**config.mk**
```make
export PLATFORM = sky130hd
export DESIGN_NAME = obj_scheduler
export DESIGN_NICKNAME = d
export VERILOG_FILES = /design/src/rtl/obj_scheduler_pkg.sv /design/src/rtl/obj_scheduler_free_slot_enc.sv /design/src/rtl/obj_scheduler.sv
export SDC_FILE = /design/constraint.sdc
export NUM_CORES = 1
export LEC_CHECK = 0
export CAP_MARGIN = 30
export CORE_UTILIZATION = 30
export CTS_CLUSTER_DIAMETER = 60
export CTS_CLUSTER_SIZE = 40
export DETAILED_ROUTE_END_ITERATION = 16
export DONT_BUFFER_PORTS = 1
export PLACE_DENSITY = 0.53
export SETUP_SLACK_MARGIN = 0.02
export SLEW_MARGIN = 5
export SYNTH_ARGS = -nofsm -noshare
export SYNTH_HDL_FRONTEND = slang
export SYNTH_HIERARCHICAL = 1
export SYNTH_SLANG_ARGS = --single-unit
```
**constraint.sdc**
```tcl
create_clock -name clock -period 8 [get_ports clock]
set_input_delay 0.8 -clock clock [delete_from_list [all_inputs] [get_ports clock]]
set_output_delay 0.8 -clock clock [all_outputs]
set_load 0.03 [all_outputs]
```
**src/rtl/obj_scheduler_pkg.sv**
```systemverilog
// Shared object-word layout and screen constants for the object scheduler.
package obj_scheduler_pkg;

  localparam int OBJ_W         = 26;
  localparam int VPOS_LSB      = 0;
  localparam int VPOS_W        = 10;
  localparam int HPOS_LSB      = 10;
  localparam int HPOS_W        = 11;
  localparam int TYPE_LSB      = 21;
  localparam int TYPE_W        = 2;
  localparam int FRAME_LSB     = 23;
  localparam int FRAME_W       = 3;
  localparam int SPAWN_HPOS    = 1023;
  localparam int SCREEN_WIDTH  = 1024;
  localparam int SCREEN_HEIGHT = 768;

  typedef struct packed {
    logic [FRAME_W-1:0] frame;
    logic [TYPE_W-1:0]  kind;
    logic [HPOS_W-1:0]  hpos;
    logic [VPOS_W-1:0]  vpos;
  } obj_t;

  function automatic obj_t new_obj(input logic [TYPE_W-1:0] kind, input logic [VPOS_W-1:0] vpos);
    obj_t o;
    o.frame = '0;
    o.kind  = kind;
    o.hpos  = HPOS_W'(SPAWN_HPOS);
    o.vpos  = vpos;
    return o;
  endfunction

endpackage

```
**src/rtl/obj_scheduler_free_slot_enc.sv**
```systemverilog
// Lowest-zero priority encoder over the slot active mask.
module free_slot_enc #(
  parameter int N     = 5,
  parameter int IDX_W = (N > 1) ? $clog2(N) : 1
) (
  input  logic [N-1:0]     active,
  output logic [IDX_W-1:0] idx,
  output logic             any_free
);

  always_comb begin
    idx      = '0;
    any_free = 1'b0;
    for (int i = N - 1; i >= 0; i--) begin
      if (!active[i]) begin
        idx      = IDX_W'(i);
        any_free = 1'b1;
      end
    end
  end

endmodule

```
**src/rtl/obj_scheduler.sv**
```systemverilog
// Per-frame object sweep: scrolls live objects left, retires off-screen ones, accepts spawns.
module obj_scheduler
  import obj_scheduler_pkg::*;
#(
  parameter int N_OBJ         = 5,
  parameter int FRAME_DIV_LOG = 3,
  parameter int SPEED_W       = 4
) (
  input  logic                   clock,
  input  logic                   reset,
  input  logic                   vsync,
  input  logic [SPEED_W-1:0]     speed,
  input  logic                   spawn_valid,
  input  logic [1:0]             spawn_type,
  input  logic [9:0]             spawn_vpos,
  output logic                   spawn_ready,
  output logic [OBJ_W*N_OBJ-1:0] obj_flat,
  output logic [N_OBJ-1:0]       active,
  output logic                   busy,
  output logic                   frame_tick
);

  localparam int IDX_W = (N_OBJ > 1) ? $clog2(N_OBJ) : 1;
  localparam logic [0:0] ST_IDLE  = 1'b0;
  localparam logic [0:0] ST_SWEEP = 1'b1;
  localparam logic [IDX_W-1:0] LAST_IDX = IDX_W'(N_OBJ - 1);

  logic [0:0]               state;
  logic [IDX_W-1:0]         sweep_idx;
  logic [FRAME_DIV_LOG-1:0] div;
  logic                     vsync_prev;
  logic                     pending;
  logic                     anim;
  logic                     anim_pend;
  obj_t                     slots [N_OBJ];

  logic [IDX_W-1:0]  free_idx;
  logic              any_free;
  logic              div_wrap;
  logic [HPOS_W-1:0] speed_ext;
  obj_t              cur;

  free_slot_enc #(.N(N_OBJ), .IDX_W(IDX_W)) u_free_slot_enc (
    .active   (active),
    .idx      (free_idx),
    .any_free (any_free)
  );

  assign spawn_ready = (state == ST_IDLE) && any_free;
  assign div_wrap    = (div == '1);
  assign speed_ext   = HPOS_W'(speed);
  assign cur         = slots[sweep_idx];

  always_comb begin
    obj_flat = '0;
    for (int i = 0; i < N_OBJ; i++) begin
      obj_flat[OBJ_W*i +: OBJ_W] = slots[i];
    end
  end

  always_ff @(posedge clock) begin
    if (reset) begin
      state      <= ST_IDLE;
      sweep_idx  <= '0;
      div        <= '0;
      vsync_prev <= 1'b0;
      pending    <= 1'b0;
      anim       <= 1'b0;
      anim_pend  <= 1'b0;
      busy       <= 1'b0;
      frame_tick <= 1'b0;
      active     <= '0;
      for (int i = 0; i < N_OBJ; i++) begin
        slots[i] <= '0;
      end
    end else begin
      vsync_prev <= vsync;
      frame_tick <= vsync_prev & ~vsync;
      if (frame_tick) begin
        div <= div + 1'b1;
      end

      case (state)
        ST_IDLE: begin
          if (spawn_valid && spawn_ready) begin
            slots[free_idx]  <= new_obj(spawn_type, spawn_vpos);
            active[free_idx] <= 1'b1;
          end
          // Animation is owed if this tick wraps the divider or a merged tick already did.
          if (frame_tick || pending) begin
            state     <= ST_SWEEP;
            busy      <= 1'b1;
            sweep_idx <= '0;
            pending   <= 1'b0;
            anim      <= (pending && anim_pend) || (frame_tick && div_wrap);
            anim_pend <= 1'b0;
          end
        end

        default: begin
          if (frame_tick) begin
            pending   <= 1'b1;
            anim_pend <= anim_pend | div_wrap;
          end
          if (active[sweep_idx]) begin
            if (cur.hpos >= speed_ext) begin
              slots[sweep_idx].hpos <= cur.hpos - speed_ext;
              if (anim) begin
                slots[sweep_idx].frame <= cur.frame + 1'b1;
              end
            end else begin
              slots[sweep_idx]  <= '0;
              active[sweep_idx] <= 1'b0;
            end
          end
          if (sweep_idx == LAST_IDX) begin
            state <= ST_IDLE;
            busy  <= 1'b0;
          end else begin
            sweep_idx <= sweep_idx + 1'b1;
          end
        end
      endcase
    end
  end

endmodule
```
# Word-level counts from Yosys, hierarchy flattened
# Memories as Yosys holds them, arrays and structs flattened. A register that Yosys moved wholly into a read port is not among the register bits.
# Cells that the tools add are included.
[classes] add_sub_neg=4 n_mul=0 div=0 order_cmp=5 n_eq_ne=7 shift=0 muxes=66 bitwise_logic=9 reduce_logical=17
[op_table] cell="two-way mux 26 bit" n=2
[op_table] cell="OR reduction 26 bit" n=2
[op_table] cell="two-way mux 1 bit" n=42
[op_table] cell="two-way mux 3 bit" n=14
[op_table] cell="two-way mux 5 bit" n=4
[op_table] cell="greater-or-equal comparator 11 x 4 -> 1 bit" n=1
[op_table] cell="two-way mux 11 bit" n=1
[op_table] cell="subtractor 11 x 4 -> 11 bit" n=1
[op_table] cell="adder 3 x 1 -> 3 bit, second input constant" n=3
[op_table] cell="< comparator 3 x 4 -> 1 bit, second input constant" n=2
[op_table] cell="AND reduction 2 bit" n=4
[op_table] cell="demux 1 bit (select 3 bit)" n=2
[op_table] cell="equality test 3 bit, second input constant" n=2
[op_table] cell="greater-or-equal comparator 3 x 1 -> 1 bit, second input constant" n=2
[op_table] cell="logical AND 1 bit" n=6
[op_table] cell="!= test 2 bit, second input constant" n=3
[op_table] cell="AND 5 bit" n=1
[op_table] cell="inverter 5 bit" n=1
[op_table] cell="bitwise OR 5 bit" n=1
[op_table] cell="!= test 2 x 1 -> 1 bit, second input constant" n=2
[op_table] cell="nonzero test 2 bit" n=2
[op_table] cell="binary-select mux 1 bit (select 3 bit)" n=1
[op_table] cell="bitwise OR 1 bit" n=3
[op_table] cell="AND reduction 3 bit" n=1
[op_table] cell="other kinds (3)" n=5
[totals] ff_bits=18 latchBits=0 ram_bits=130 mem_bits_ro=0 out_inout_bits=138 word_cells=119 n_memories=1
[mem_list] name="slots" words=5 word_bits=26 read_ports=6 rd_clocked_by_memory_dff=1 wr=5 line_no="obj_scheduler.sv:35" rtl="obj_t slots [N_OBJ];"

# Depth between registers and ports, before layout
[depth] word_depth=14 mapped_depth=14 depth_no_buf=11

# Cells and area by module
# Netlist, hierarchy kept.
[modules_own_cells] module="obj_scheduler" n_inst=1 cells_per_inst=610 area_each_um2=8421.8
[modules_own_cells] module="free_slot_enc" n_inst=1 cells_per_inst=8 area_each_um2=42.5

# Worst setup path after synthesis
# No wires, ideal clock.
[synth_timing] path_type="register -> register" start="register (tool-made name)" end="memory slots[2][0] (netlist bit) (enable)" setup_ns=0.382 arrival_ns=4.190 required_time_ns=7.618 setup_slack_ns=3.428 stages_incl_launch_ff=14 path_buffers=4 cell_sequence="dfxtp_1 buf_6 buf_6 buf_1 mux4_2 mux2_2 ha_1 nor2b_1 o21a_1 o21a_1 nor4_4 a21oi_1 clkbuf_1 o21ai_1"
[synth_rtl] element="end, declared" line_no="obj_scheduler.sv:35"

==> impl_metrics.csv <==
group,metric,value,unit
status,status,"finished, final reports clean",
clocking,postCtsResizedCells,0,
synth,synth_edf_count,172,
synth,synth_top_cells_by_count,"172 x edfxtp_1, 96 x nor3_1, 52 x a21oi_1, 38 x nor2_1, 35 x clkbuf_1",
synth,avgSynthCellArea,13.7,sq um
floorplan,rows,61,
placed_design,place.port_buffers,0,
clocking,clk_pin_slew,70,ps
placed_design,routabilityCongestion,0.830,
clocking,cts_made_buffers,17,
drt,drt_first_pass_iters,5,
global_route,antenna_found_initial,0,
clocking,hold_buffers,0,
synth,ys.flop_type,"edfxtp_1",
clocking,root_buffer,"clkbuf_16",
global_route,grt_util_all_layers,16.2,%
pwr,peakVddDrop,0.146,mV
critical_path,path_cells,"buf_4 -> mux4_2 -> mux2_2 -> ha_1 -> nor2b_1 -> o21a_1 -> o21a_1 -> nor4_4 -> a21boi_2 -> buf_6 -> o21ai_1",
final_layout,diodes,0,
clocking,clkLatencyLatePin,430,ps
final_layout,drive_above_1_share,16.1,%
floorplan,pin_count,158,
critical_path,start_kind,"flop",
timing,worstMarginPinSlew,967,ps
timing,fmaxAchievable,208,MHz
hold_path,hp-class,"input pin to flop",
synth,synth_warnings,6,
final_layout,nNetsFinal,640,
critical_path,crit_type,"flop to flop",
synth,synth_top_cell_area_share,61.0,%
clocking,htree_num_levels,4,
synth,syn_inst,618,
timing,fin_skew,11.0,ps
critical_path,cpPeakStageDelay,760,ps
synth,synthDistinctLibCells,55,
critical_path,crit_arrival,4850,ps
clocking,cts_tree,"done",
global_route,grt_pass1_vias,5226,
drt,drt-total-wl,23.0,mm
timing,max_slew_margin,35.1,%
placed_design,dp_hpwl,16.1,mm
drt,drtIter0Drc,445,
global_route,grt_max_degree,56,
critical_path,crit_top_cell,"o21a_1",
synth,synth_area_leaders,"edfxtp_1 61%, mux4_2 7.5%, nor3_1 5.7%, dfxtp_1 5.0%, a21oi_1 3.1%",
pwr,power.density,244,mW/mm^2
pwr,p_leak,3.24,nW
timing,fin_crit_sh,60.0,%
clocking,postCtsSetupBuffers,0,
drt,antenna_left,0,
critical_path,cp_max_fo,26,
drt,drc,0,
floorplan,die_h,170,um
run,maxCapViolCount,0,
synth,synth_nets,648,
timing,tns,0,ps
synth,yosysMostFrequentCell,"edfxtp_1",
drt,num_vias,5235,
final_layout,area_growth,12.8,%
timing,drv_slew,0,
timing,rsz0062_at_grt,"false",
floorplan,dieWidth,170,um
floorplan,start_util,30.5,%
synth,synthArstFlopShare,0,%
clocking,cts_sinks,193,
synth,netlist_area,0.00846,sq mm
floorplan,dieArea,0.0289,sq mm
timing,min_period,4800,ps
synth,seq_area_frac_synth,66.0,%
critical_path,required,8050,ps
critical_path,cp-end-kind,"flop",
drt,viasPerCell,5.23,
pwr,p_total,2.33,mW
global_route,grt_overflow,0,
synth,ys_ff_latch,193,
timing,setup-violations-final,0,
global_route,grt_pass1_wl,33.4,mm
clocking,cts.path.max_buffers,2,
drt,wl_per_cell,23.0,um
synth,yosysTopAreaCell,"edfxtp_1",
floorplan,core_area,0.0278,sq mm
critical_path,cp_slowest_cell,"o21ai_1",
timing,finalHoldViolations,0,
==> routing by layer <==
layer  GRT usage (%)  wire (um)  up-vias
li1                -          -     2366
met1            18.2       8640     2616
met2            27.7      11700      224
met3            6.23       2230       29
met4            5.84        451        0
met5               0          0        -
==> report_power, final <==
part / switching (mW) / internal, mW / total, mW
logic: 0.131 / 0.0560 / 0.187
registers: 0.0944 / 1.13 / 1.22
clock network: 0.361 / 0.555 / 0.916
total: 0.586 / 1.74 / 2.33
==> critical path: cells and delay by family, from the launching register on <==
family / cells / cell delay (ps)
AO/OA/AOI/OAI: 4 / 1300
multiplexers: 2 / 840
flip-flops: 1 / 680
AND/OR/NAND/NOR: 2 / 670
buffers and inverters: 2 / 590
adder cells (fa/ha/maj): 1 / 290
==> layout make-up <==
cell class                      count  area (sq um)
Tap cell                          378           473
Timing Repair Buffer               19           146
Inverter                           12          45.0
Sequential cell                   193          5590
Fill cell                        2704         18200
Multi-Input combinational cell    367          2660
Clock buffer                       18           429
Clock inverter                     14           209
==> sequential cells by signal (all words and copies together), names as in the netlist, named ones only <==
register    cells
vsync_prev      1
frame_tick      1
anim            1
slots         172
pending         1
state           1
active          5
div             3
busy            1
sweep_idx       3
anim_pend       1
==> kinds of logic (layout without fill, tap and decap cells) <==
group / after synthesis / after routing / share of synthesized area [%]
buffers and inverters: 58 / 63 / 2.88
muxes: 47 / 47 / 9.80
and+or+nand+nor: 202 / 202 / 12.0
adders and majority gates: 10 / 10 / 1.57
AOI/OAI and AO/OA: 102 / 102 / 7.14
DFF: 193 / 193 / 66.0
xor gates and xnor gates: 6 / 6 / 0.621
==> path summary, 6_finish.rpt <==
kind	start	to	slack [ps]	cells after the start
max	flop	slots[3][21]$_SDFFCE_PN0P_	3200	11
max reg2reg	flop	slots[3][21]$_SDFFCE_PN0P_	3200	11
min reg2reg	vsync_prev$_SDFF_PP0_	frame_tick$_SDFF_PP0_	460	1
min	reset	vsync_prev$_SDFF_PP0_	430	1
==> layout by cell type (no fill, tap or decap), drive strengths merged, types with 2 or more instances in the layout <==
cell    instances
nand2b          7
clkinv          6
a21o            2
nor4            4
xor2            3
or2             3
a31oi           6
nor2           38
a21boi          3
nor3b           2
nor3           97
mux4           28
nand4           4
dfxtp          21
a21oi          52
a22oi           3
xnor2           3
buf            19
o21ai          22
mux2            7
mux2i          12
clkbuf         18
nand2          33
o22ai           2
o21a            3
inv            15
nand3           4
ha              9
edfxtp        172
bufinv          5
nor2b           5
==> per-stage QoR <==
stage          cells  hold WS (ps)  setup slack (ps)  cell area, sq um  utilization [%]
4_1_cts          996           410              2900              9510             34.2
5_1_grt         1001           410              2860              9550             34.4
3_5_place_dp     964           447              2930              8870             31.9
6_report        1001           433              3200              9550             34.4
2_1_floorplan    618           438              3430              8460                -
3_3_place_gp     964           442              3170              8870             31.9
(Power assumes the default switching activity.)
